## src/rtl/calc_param_if.sv

```systemverilog
// Token handshake and result bus between a token source and calc_param.
interface calc_param_if #(parameter int WIDTH = 16);
  logic             validIn;
  logic             readyOut;
  logic [WIDTH-1:0] dataIn;
  logic [WIDTH-1:0] dataOut;
  logic             validOut;
  logic             ovf;
  logic             err;

  modport master (output validIn, output dataIn,
                  input readyOut, input dataOut, input validOut, input ovf, input err);
  modport slave  (input validIn, input dataIn,
                  output readyOut, output dataOut, output validOut, output ovf, output err);
endinterface

```

## src/rtl/calc_param.sv

```systemverilog
// Token-serial WIDTH-bit calculator: operand A, opcode, optional operand B,
// with a one-bit-per-cycle shift-add multiplier and optional result chaining.
//
// state  | meaning
// IDLE   | waiting for operand A
// OPC    | waiting for opcode token (A held, or previous result when chaining)
// OPB    | waiting for operand B of a binary op
// MUL    | shift-add multiply in progress, tokens refused
module calc_param #(
  parameter int WIDTH = 16,
  parameter bit CHAIN = 1'b0
) (
  input  logic       clk,
  input  logic       rst_n,
  input  logic       clr,
  calc_param_if.slave bus
);

  typedef enum logic [1:0] {S_IDLE, S_OPC, S_OPB, S_MUL} state_t;

  localparam int CW = (WIDTH > 1) ? $clog2(WIDTH) : 1;

  localparam logic [2:0] OP_MUL = 3'd0;
  localparam logic [2:0] OP_ADD = 3'd1;
  localparam logic [2:0] OP_SQR = 3'd2;
  localparam logic [2:0] OP_INC = 3'd3;
  localparam logic [2:0] OP_SUB = 3'd4;
  localparam logic [2:0] OP_AND = 3'd5;
  localparam logic [2:0] OP_XOR = 3'd6;
  localparam logic [2:0] OP_DEC = 3'd7;

  state_t             state;
  logic [WIDTH-1:0]   a;
  logic [WIDTH-1:0]   b;
  logic [2:0]         op;
  logic [WIDTH-1:0]   mplier;
  logic [2*WIDTH-1:0] mcand;
  logic [2*WIDTH-1:0] prod;
  logic [2*WIDTH-1:0] prod_nxt;
  logic [CW-1:0]      cnt;

  logic [WIDTH-1:0]   data_out;
  logic               valid_out;
  logic               ovf_r;
  logic               err_r;

  logic               accept;
  logic               opc_bad;
  logic [2:0]         op_sel;
  logic [WIDTH-1:0]   rhs;
  logic [WIDTH:0]     alu;
  logic               fin_en;
  logic [WIDTH-1:0]   fin_val;
  logic               fin_ovf;

  assign bus.readyOut = (state != S_MUL);
  assign bus.dataOut  = data_out;
  assign bus.validOut = valid_out;
  assign bus.ovf      = ovf_r;
  assign bus.err      = err_r;

  assign accept   = bus.validIn && bus.readyOut;
  assign opc_bad  = (bus.dataIn > WIDTH'(7));
  assign prod_nxt = prod + (mplier[0] ? mcand : '0);

  // The opcode/operand being applied this cycle come straight off the bus
  // in OPC/OPB so single-cycle ops complete on the accepting edge.
  always_comb begin
    op_sel = (state == S_OPC) ? bus.dataIn[2:0] : op;
    rhs    = (state == S_OPB) ? bus.dataIn : b;
    alu    = '0;
    case (op_sel)
      OP_ADD:  alu = {1'b0, a} + {1'b0, rhs};
      OP_INC:  alu = {1'b0, a} + (WIDTH+1)'(1);
      OP_SUB:  alu = {1'b0, a} - {1'b0, rhs};
      OP_AND:  alu = {1'b0, a & rhs};
      OP_XOR:  alu = {1'b0, a ^ rhs};
      OP_DEC:  alu = {1'b0, a} - (WIDTH+1)'(1);
      default: alu = '0;
    endcase
  end

  always_comb begin
    fin_en  = 1'b0;
    fin_val = alu[WIDTH-1:0];
    fin_ovf = alu[WIDTH];
    case (state)
      S_OPC:   fin_en = accept && !opc_bad &&
                        (bus.dataIn[2:0] == OP_INC || bus.dataIn[2:0] == OP_DEC);
      S_OPB:   fin_en = accept && (op != OP_MUL);
      S_MUL: begin
        fin_en  = (cnt == '0);
        fin_val = prod_nxt[WIDTH-1:0];
        fin_ovf = |prod_nxt[2*WIDTH-1:WIDTH];
      end
      default: fin_en = 1'b0;
    endcase
  end

  always_ff @(posedge clk or negedge rst_n) begin
    if (!rst_n) begin
      state     <= S_IDLE;
      a         <= '0;
      b         <= '0;
      op        <= '0;
      mplier    <= '0;
      mcand     <= '0;
      prod      <= '0;
      cnt       <= '0;
      data_out  <= '0;
      valid_out <= 1'b0;
      ovf_r     <= 1'b0;
      err_r     <= 1'b0;
    end else if (clr) begin
      state     <= S_IDLE;
      a         <= '0;
      b         <= '0;
      op        <= '0;
      mplier    <= '0;
      mcand     <= '0;
      prod      <= '0;
      cnt       <= '0;
      data_out  <= '0;
      valid_out <= 1'b0;
      ovf_r     <= 1'b0;
      err_r     <= 1'b0;
    end else begin
      valid_out <= 1'b0;
      case (state)
        S_IDLE: begin
          if (accept) begin
            a        <= bus.dataIn;
            data_out <= bus.dataIn;
            err_r    <= 1'b0;
            state    <= S_OPC;
          end
        end
        S_OPC: begin
          if (accept) begin
            if (opc_bad) begin
              err_r <= 1'b1;
              state <= S_IDLE;
            end else begin
              op <= bus.dataIn[2:0];
              if (bus.dataIn[2:0] == OP_SQR) begin
                mplier <= a;
                mcand  <= {{WIDTH{1'b0}}, a};
                prod   <= '0;
                cnt    <= CW'(WIDTH-1);
                state  <= S_MUL;
              end else begin
                state <= S_OPB;
              end
            end
          end
        end
        S_OPB: begin
          if (accept) begin
            b     <= bus.dataIn;
            err_r <= 1'b0;
            if (op == OP_MUL) begin
              mplier <= bus.dataIn;
              mcand  <= {{WIDTH{1'b0}}, a};
              prod   <= '0;
              cnt    <= CW'(WIDTH-1);
              state  <= S_MUL;
            end
          end
        end
        S_MUL: begin
          prod   <= prod_nxt;
          mcand  <= mcand << 1;
          mplier <= mplier >> 1;
          if (cnt != '0) cnt <= cnt - 1'b1;
        end
        default: state <= S_IDLE;
      endcase

      // Result edge overrides whatever next state the case above chose.
      if (fin_en) begin
        data_out  <= fin_val;
        ovf_r     <= fin_ovf;
        valid_out <= 1'b1;
        if (CHAIN) begin
          a     <= fin_val;
          state <= S_OPC;
        end else begin
          state <= S_IDLE;
        end
      end
    end
  end

endmodule

```

## src/flat_wrapper.sv

```systemverilog
// flat-port wrapper written by rule: the top's interface ports become plain ports
module calc_param_flat 
#(
  parameter int WIDTH = 16,
  parameter bit CHAIN = 1'b0
)
  (clk, rst_n, clr, bus_validIn, bus_dataIn, bus_readyOut, bus_dataOut, bus_validOut, bus_ovf, bus_err);
  calc_param_if #(.WIDTH(WIDTH)) bus_i ();
  input  logic clk;
  input  logic rst_n;
  input  logic clr;
  input wire logic [$bits(bus_i.validIn)-1:0] bus_validIn;
  input wire logic [$bits(bus_i.dataIn)-1:0] bus_dataIn;
  output wire logic [$bits(bus_i.readyOut)-1:0] bus_readyOut;
  output wire logic [$bits(bus_i.dataOut)-1:0] bus_dataOut;
  output wire logic [$bits(bus_i.validOut)-1:0] bus_validOut;
  output wire logic [$bits(bus_i.ovf)-1:0] bus_ovf;
  output wire logic [$bits(bus_i.err)-1:0] bus_err;
  assign bus_i.validIn = bus_validIn;
  assign bus_i.dataIn = bus_dataIn;
  assign bus_readyOut = bus_i.readyOut;
  assign bus_dataOut = bus_i.dataOut;
  assign bus_validOut = bus_i.validOut;
  assign bus_ovf = bus_i.ovf;
  assign bus_err = bus_i.err;
  calc_param #(.WIDTH(WIDTH), .CHAIN(CHAIN)) u_core (.clk(clk), .rst_n(rst_n), .clr(clr), .bus(bus_i));
endmodule
```

## config.mk

```make
export PLATFORM = sky130hd
export DESIGN_NAME = calc_param_flat
export DESIGN_NICKNAME = d
export VERILOG_FILES = /design/src/rtl/calc_param_if.sv /design/src/rtl/calc_param.sv /design/src/flat_wrapper.sv
export SDC_FILE = /design/constraint.sdc
export NUM_CORES = 1
export LEC_CHECK = 0
export CAP_MARGIN = 15
export CORE_ASPECT_RATIO = 0.6
export CORE_MARGIN = 2
export CORE_UTILIZATION = 68
export DETAILED_ROUTE_END_ITERATION = 7
export PLACE_DENSITY = 0.88
export SLEW_MARGIN = 15
export SYNTH_ARGS = -nofsm -noshare
export SYNTH_HDL_FRONTEND = slang
export SYNTH_SLANG_ARGS = --single-unit
```

## constraint.sdc

```tcl
create_clock -name clk -period 7.6 [get_ports clk]
set_input_delay 1.52 -clock clk [delete_from_list [all_inputs] [get_ports clk]]
set_output_delay 1.52 -clock clk [all_outputs]
set_load 0.005 [all_outputs]
```

# Word level (Yosys, flattened, before mapping)
# Index checks and enable logic that the tools add are counted.
# word_totals
regBits	140
out_inout_bits	20
wordCells	143
# op_classes
addsub	6
magnitude_cmp	1
n_bitwise	2
eq_ne	26
muxes	65
reduce_logical	31
# op_table
op	count
$mux 32	13
$mux 16	15
$pmux 32 s3	2
$pmux 17 s6	1
$pmux 16 s3	1
$add 32x32->32	1
$mux 4	7
$add 16x1->17 const B	1
$add 16x16->17	1
$sub 16x1->17 const B	1
$sub 16x16->17	1
$and 16x16->16	1
$gt 16x3->1 const B	1
$reduce_or 16->1	1
$xor 16x16->16	1
$eq 3x3->1 const B	5
$mux 3	5
$mux 2	7
$ne 3x2->1 const B	4
$ne 4x2->1 const B	3
$pmux 4 s3	1
$reduce_bool 3->1	4
$mux 1	10
$reduce_bool 2->1	5
27 further kinds	39

# Longest topological paths before layout
# Gate-level depths: netlist of run 1.
# depth
depth_word	7
ltp_mapped	20
depth_no_buf	19

# Worst setup path before layout of run 1
# OpenSTA, ideal clock, no wires.
# synth_path
path_type	input-to-reg
startpoint	input port bus_dataIn[0]
endpoint	register u_core.ovf_r, in the netlist u_core.bus.ovf
arrival_ns	4.791
setup_slack_ns	2.676
n_path_buf	1
stages	17
cell_sequence	buf_2 -> or3b_1 -> a211oi_4 -> nand2b_1 -> nor2_1 -> a21oi_1 -> a21oi_1 -> nor2_1 -> a221oi_1 -> ha_1 -> and3_1 -> a211oi_1 -> o31ai_1 -> a31oi_1 -> xor2_1 -> a22oi_1 -> o32ai_1
# synth_via
elab_chain_len	6
word_cells_on_any_way	23
cone_classes	add/sub: 2; order compare: 1; eq/ne: 8; mux: 7; reduce/logical: 5
# synth_lines
element	line	source
start, declared	flat_wrapper.sv:13	input wire logic [$bits(bus_i.dataIn)-1:0] bus_dataIn;
$mux 16, or another cell as far along	calc_param.sv:70	rhs = (state == S_OPB) ? bus.dataIn : b;
$sub 16x16->17, or another cell as far along	calc_param.sv:75	OP_SUB: alu = {1'b0, a} - {1'b0, rhs};
$pmux 17 s6 or $logic_and 1x1->1 (tied branches)	calc_param.sv:72, calc_param.sv:88	
$mux 1 or $logic_and 1x1->1 (tied branches)	calc_param.sv:87, calc_param.sv:88	
$mux 1 or $pmux 1 s3 (tied branches)	calc_param.sv:180, calc_param.sv:87	
$mux 1 or $reduce_bool 2->1 (tied branches)	n/a	
end signal, assigned	calc_param.sv:182	ovf_r <= fin_ovf;
end, declared	calc_param.sv:44	logic ovf_r;
# Several ways; a longest one is shown, not always the timed one. The select of a mux whose other input is x is not followed.
# A chain may end at the register's enable or synchronous reset.

# Final worst setup path of run 1
# layout_path
startpoint	input port bus_dataIn[0]
endpoint	register u_core.data_out[13], in the netlist u_core.bus.dataOut[13]
# layout_via
elab_chain_len	7
word_cells_on_any_way	25
cone_classes	add/sub: 2; order compare: 1; eq/ne: 8; mux: 7; reduce/logical: 7
# layout_lines
element	line	source
parallel branches: the longest is 7 deep, another holds $sub 16x16->17	n/a	
end signal, assigned	calc_param.sv:133	data_out <= bus.dataIn;
end signal, assigned	calc_param.sv:181	data_out <= fin_val;
end, declared	calc_param.sv:42	logic [WIDTH-1:0] data_out;
# Several ways; the timed one is not identified.

==> results of run 1 <==
## worst max-delay path, cell delays in order
cell,delay [ns]
clkdlybuf4s50_1,0.65
mux2_2,0.47
nor2_1,0.09
buf_4,0.21
nor2_1,0.53
nor3_1,0.10
a221oi_1,0.26
ha_1,0.34
o21a_1,0.16
o21ai_0,0.33
a211oi_1,0.18
o31ai_1,0.46
o21ai_0,0.24
xor2_1,0.18
a211oi_1,0.29
a311oi_1,0.09
## flip-flops by register name, summed over array words and instances (netlist names), 3 cells and up
name,cells
u_core.mcand,32
u_core.prod,32
u_core.a,16
u_core.b,16
u_core.bus.dataOut,16
u_core.mplier,16
u_core.cnt,4
u_core.op,3
## metrics by stage
| stage | worst slack, ns | power, mW | std cells | hold WS (ns) |
|---|---|---|---|---|
| final | 1.73 | 2.55 | 1520 | 0.476 |
| after global routing | 1.52 | 2.63 | 1520 | 0.506 |
| after CTS | 1.99 | 2.50 | 1519 | 0.481 |
| after detailed placement | 1.63 | 1.59 | 1487 | 0.467 |
| after global placement | 1.68 | 1.58 | 1487 | 0.463 |
| after floorplan | 2.68 | 1.35 | 1307 | 0.450 |
## layer usage
layer  share of wire [%]  vias to the layer above  track usage (%)
li1                    -                     4825                -
met2                  38                      718             53.8
met5                   0                        -                0
met1                  44                     5120             62.5
met4                 2.7                        0             13.6
met3                  15                       98             15.9
## cells in the final DEF (no fill, tap or decap), types with 17 or more instances in the layout
master and count:
nand3_1 20, a211oi_1 20, nor3_1 24, nor2_1 74
nand2_1 251, dfrtp_1 140, clkbuf_16 17, ha_1 69
o31ai_1 54, a22oi_1 19, o21ai_0 75, mux2i_1 29
a21oi_1 112, a22o_1 26, buf_4 17, inv_1 29
xnor2_1 18, and2_1 35, clkdlybuf4s50_1 37
## layout make-up
type,instances,area [um^2]
Multi-Input combinational cell,1059,6800
Fill cell,1138,3610
Sequential cell,140,3500
Timing Repair Buffer,57,557
Clock buffer,19,433
Tap cell,203,254
Clock inverter,13,190
Inverter,29,109
## cell families (layout without fill, tap and decap cells)
kind of cell	Yosys count	count (layout)	share of synthesized area (%)
muxes	43	43	4.14
AOI/OAI and AO/OA	442	442	27.9
xor gates and xnor gates	32	32	2.59
and+or+nand+nor	470	470	19.6
DFF	140	140	32.4
buffers and inverters	108	118	4.96
adders and majority gates	72	72	8.46
## final timing paths
kind | startpoint | to | slack, ns | cells past startpoint
max in group asynchronous | rst_n | u_core.mplier[14] | 5.06 | 2
min in group asynchronous | rst_n | u_core.mcand[25] | 1.08 | 1
hold / removal | u_core.mplier[9] | u_core.mplier[9] | 0.48 | 2
hold reg to reg | u_core.mplier[9] | u_core.mplier[9] | 0.48 | 2
setup / recovery | bus_dataIn[0] | u_core.bus.dataOut[13] | 1.73 | 16
setup reg to reg | u_core.state[0] | u_core.bus.dataOut[13] | 2.27 | 19
## power by group through the flow
| stage | Clock [mW] | Sequential (mW) | Combinational (mW) |
|---|---|---|---|
| 4_1_cts | 0.912 | 0.861 | 0.725 |
| 3_3_place_gp | 0 | 0.872 | 0.706 |
| 6_report | 0.914 | 0.866 | 0.766 |
| 3_5_place_dp | 0 | 0.874 | 0.714 |
| 2_1_floorplan | 0 | 0.846 | 0.507 |
| 5_1_grt | 0.941 | 0.871 | 0.822 |
==> flow_metrics.py, run 1 <==
metrics = {
    "outcome": {
        "outcome": "finished clean",
    },
    "timing": {
        "final_max_slew_viol_count": 0,
        "tightestPinTransition_ns": 1.03,
        "hold_viol": 0,
        "clock.fmax_ghz": 0.170,
        "clock_skew_ns": 0.0146,
        "fin_crit_ns": 5.87,
        "relSlewSlack_pct": 30.5,
        "fin_crit_sh_pct": 77.2,
        "rsz0062_at_grt": "false",
        "finalSetupTns_ns": 0,
        "finalSetupViolCount": 0,
    },
    "logic_synthesis": {
        "ys_warn_count": 0,
        "synth_top_area_share_pct": 32.4,
        "async_reset_ff_share_pct": 100,
        "syn-num-nets": 1399,
        "ys_top_cells_by_area": "dfrtp_1 (32%), nand2_1 (8.7%), ha_1 (8.1%)",
        "netlist_area_mm2": 0.0108,
        "synth_most_common_cell": "nand2_1",
        "avgSynthCellArea_um2": 8.28,
        "synth_common_cells": "nand2_1 (251), dfrtp_1 (140), a21oi_1 (112)",
        "synth_edf_count": 0,
        "synthCells": 1307,
        "synth_seq_cells": 140,
        "yosysTopAreaCell": "dfrtp_1",
        "synth_cell_types": 78,
        "synth-seq-area-share_pct": 32.4,
        "synth_ff_type": "dfrtp_1",
    },
    "route": {
        "wl_um": 35100,
        "wl_per_cell_um": 23.1,
        "postRouteAntennaNets": 0,
        "drc": 0,
        "drt-pass1-iter-count": 6,
        "via_per_inst": 7.08,
        "vias": 10800,
        "dr.first_iter.drc_count": 1632,
    },
    "flow_run": {
        "max_cap_violations": 0,
    },
    "clocking": {
        "post-cts-setup-buffers": 0,
        "clkLatencyLatePin_ns": 0.43,
        "cts_tree": "built",
        "cts_root_buf": "clkbuf_16",
        "htree_levels": 4,
        "cts_made_buffers": 17,
        "clock_sinks": 140,
        "path_clk_slew_ns": 0.06,
        "clockBufferDepth": 2,
        "cts_resized": 0,
        "hold_buffers": 0,
    },
    "finish": {
        "syn_to_final_growth_pct": 9.48,
        "drive_gt1_share_pct": 7.37,
        "final_nets": 1396,
        "postLayoutCoreUtil_pct": 76.7,
        "n_antenna_cell": 0,
        "final_area_mm2": 0.0119,
    },
    "pwr": {
        "irDropWorstVdd_mv": 0.191,
        "clkPwrFrac_pct": 35.9,
        "pwr-share-seq_pct": 34.0,
        "swShare_pct": 36.6,
        "p_sw_mw": 0.932,
        "p_int_mw": 1.61,
        "p_leak_nw": 5.16,
        "powerDensity_mw_per_mm2": 215,
        "pwr-share-comb_pct": 30.1,
    },
    "die": {
        "die_h_um": 102,
        "die_x_um": 167,
        "row_count": 35,
        "fp.coreArea_mm2": 0.0155,
        "ioPinCount": 40,
        "initial_utilization_pct": 70.0,
        "dieArea_mm2": 0.0170,
    },
    "global_routing": {
        "grt_max_degree": 81,
        "grt_usage_pct": 41.5,
        "grt_antenna_before_repair": 0,
        "grt_pass1_wl_um": 54600,
        "grt_pass1_vias": 9721,
        "overflow": 0,
    },
    "setup_path": {
        "end_kind": "register",
        "critical_path_class": "in2reg",
        "critPathRequiredTime_ns": 7.86,
        "cp-start-kind": "input pin",
        "path_max_fanout": 16,
        "worstPathArrival_ns": 6.12,
    },
    "min_path": {
        "hp-class": "reg2reg",
    },
    "placement": {
        "placed_cell_area_mm2": 0.0112,
        "place.gp.congestion": 1.01,
        "hpwl_um": 25000,
        "numPortBuffers": 39,
    },
}
No activity file was read; power rests on OpenSTA's default activity.
==> run 2, diff against run 1 <==
CORE_UTILIZATION = 63   (was 68)
PLACE_DENSITY = 0.83   (was 0.88)
clock period = 6.1 ns   (was 7.6 ns; I/O delays follow)
==> flow_metrics.py, run 2 (same netlist as run 1, synthesis figures left out) <==
metrics = {
    "pwr": {
        "powerDensity_mw_per_mm2": 257,
        "p_leak_nw": 5.14,
        "irDropWorstVdd_mv": 0.272,
    },
    "timing": {
        "relSlewSlack_pct": 30.9,
        "finalSetupTns_ns": 0,
        "final_max_slew_viol_count": 0,
        "fin_crit_ns": 5.32,
        "clock.fmax_ghz": 0.188,
        "rsz0062_at_grt": "false",
        "fin_crit_sh_pct": 87.3,
        "worst_hold_slack_ns": 0.487,
        "tightestPinTransition_ns": 1.04,
        "finalSetupViolCount": 0,
        "clock_skew_ns": 0.0108,
        "fin_ws_ns": 0.777,
        "hold_viol": 0,
    },
    "setup_path": {
        "r2r_slack_ns": 1.02,
        "cp-start-kind": "input pin",
        "end_kind": "register",
        "worstPathArrival_ns": 5.62,
        "critical_path_class": "in2reg",
        "path_max_fanout": 16,
        "critPathRequiredTime_ns": 6.39,
    },
    "finish": {
        "mostFrequentLayoutCells": "nand2_1 (251), dfrtp_1 (140), a21oi_1 (112), o21ai_0 (75), nor2_1 (74)",
        "postLayoutCoreUtil_pct": 69.7,
        "syn_to_final_growth_pct": 9.44,
        "n_antenna_cell": 0,
        "drive_gt1_share_pct": 8.01,
        "final_area_mm2": 0.0118,
        "layout_commonest_cell": "nand2_1",
        "reg_top3": "u_core.mcand: 32 flops, u_core.prod: 32 flops",
        "final_nets": 1403,
    },
    "route": {
        "postRouteAntennaNets": 0,
        "wl_per_cell_um": 22.8,
        "dr.first_iter.drc_count": 1399,
        "vias": 10700,
        "drt-pass1-iter-count": 6,
        "wl_um": 35500,
        "drc": 0,
        "via_per_inst": 6.86,
    },
    "die": {
        "initial_utilization_pct": 63.7,
        "dieArea_mm2": 0.0183,
        "die_h_um": 106,
        "fp.coreArea_mm2": 0.0170,
        "ioPinCount": 40,
        "row_count": 37,
        "die_x_um": 173,
    },
    "placement": {
        "place_ws_ns": 0.601,
        "place.gp.congestion": 1.06,
        "numPortBuffers": 39,
        "hpwl_um": 25700,
        "placed_cell_area_mm2": 0.0113,
    },
    "clocking": {
        "cts_resized": 0,
        "cts_made_buffers": 17,
        "htree_levels": 4,
        "hold_buffers": 0,
        "clockBufferDepth": 2,
        "cts_root_buf": "clkbuf_16",
        "cts_tree": "built",
        "post-cts-setup-buffers": 0,
        "clock_sinks": 140,
        "clkLatencyLatePin_ns": 0.45,
        "path_clk_slew_ns": 0.06,
    },
    "flow_run": {
        "max_cap_violations": 0,
    },
    "global_routing": {
        "grt_pass1_vias": 9896,
        "grt_usage_pct": 39.5,
        "grt_antenna_before_repair": 0,
        "grtUsageMet1_pct": 59.8,
        "overflow": 0,
        "gr-usage-met3_pct": 15.3,
        "use_met2_pct": 51.1,
        "grt.busiest_layer": "met1",
        "grt_max_degree": 100,
        "grt_pass1_wl_um": 56100,
    },
    "outcome": {
        "outcome": "finished clean",
    },
    "min_path": {
        "hp-class": "reg2reg",
    },
}
run 2: critical path, cell delays in order:
cell             delay (ns)
clkdlybuf4s50_1        0.67
mux2_2                 0.49
o21ai_1                0.15
buf_4                  0.19
a311oi_1               0.49
fa_1                   0.37
a211o_1                0.17
o211ai_1               0.15
a21oi_1                0.37
a211oi_1               0.19
o31ai_1                0.53
a31oi_1                0.18
xor2_1                 0.18
a22oi_1                0.16
o32ai_1                0.11
run 2: layout make-up:
cell class              count  area (um^2)
multi-input cells        1059         6800
fillers                  1382         5140
flip-flops and latches    140         3500
repair buffers             64          587
clock buffers              18          439
well taps                 234          293
clock inverters            14          111
inverters                  29          109
run 2: path summary, 6_finish.rpt:
| check | startpoint | to | cells past startpoint |
|---|---|---|---|
| min reg2reg | u_core.mplier[13] | u_core.mplier[13] | 2 |
| max | bus_dataIn[0] | u_core.bus.ovf | 15 |
| min | u_core.mplier[13] | u_core.mplier[13] | 2 |
| max reg2reg | u_core.state[0] | u_core.bus.ovf | 18 |
| min in group asynchronous | rst_n | u_core.mcand[20] | 1 |
| max in group asynchronous | rst_n | u_core.mcand[8] | 2 |
run 2: through the flow:
| step | std cells | power (mW) |
|---|---|---|
| 2_1_floorplan | 1307 | 1.69 |
| 3_3_place_gp | 1525 | 1.99 |
| 3_5_place_dp | 1525 | 2.01 |
| 4_1_cts | 1557 | 3.00 |
| 5_1_grt | 1558 | 3.15 |
| 6_report | 1558 | 3.04 |
run 2: layer usage:
layer  part of all wire, %  vias up
met1                    45     5081
met5                     0        -
met3                    15       66
met2                    38      707
li1                      -     4838
met4                   1.9        0
run 2: power by group:
part	switching, mW	internal, mW	total [mW]
sequential	0.0828	0.992	1.08
clock	0.461	0.537	0.997
combinational	0.635	0.335	0.970
total	1.18	1.86	3.04
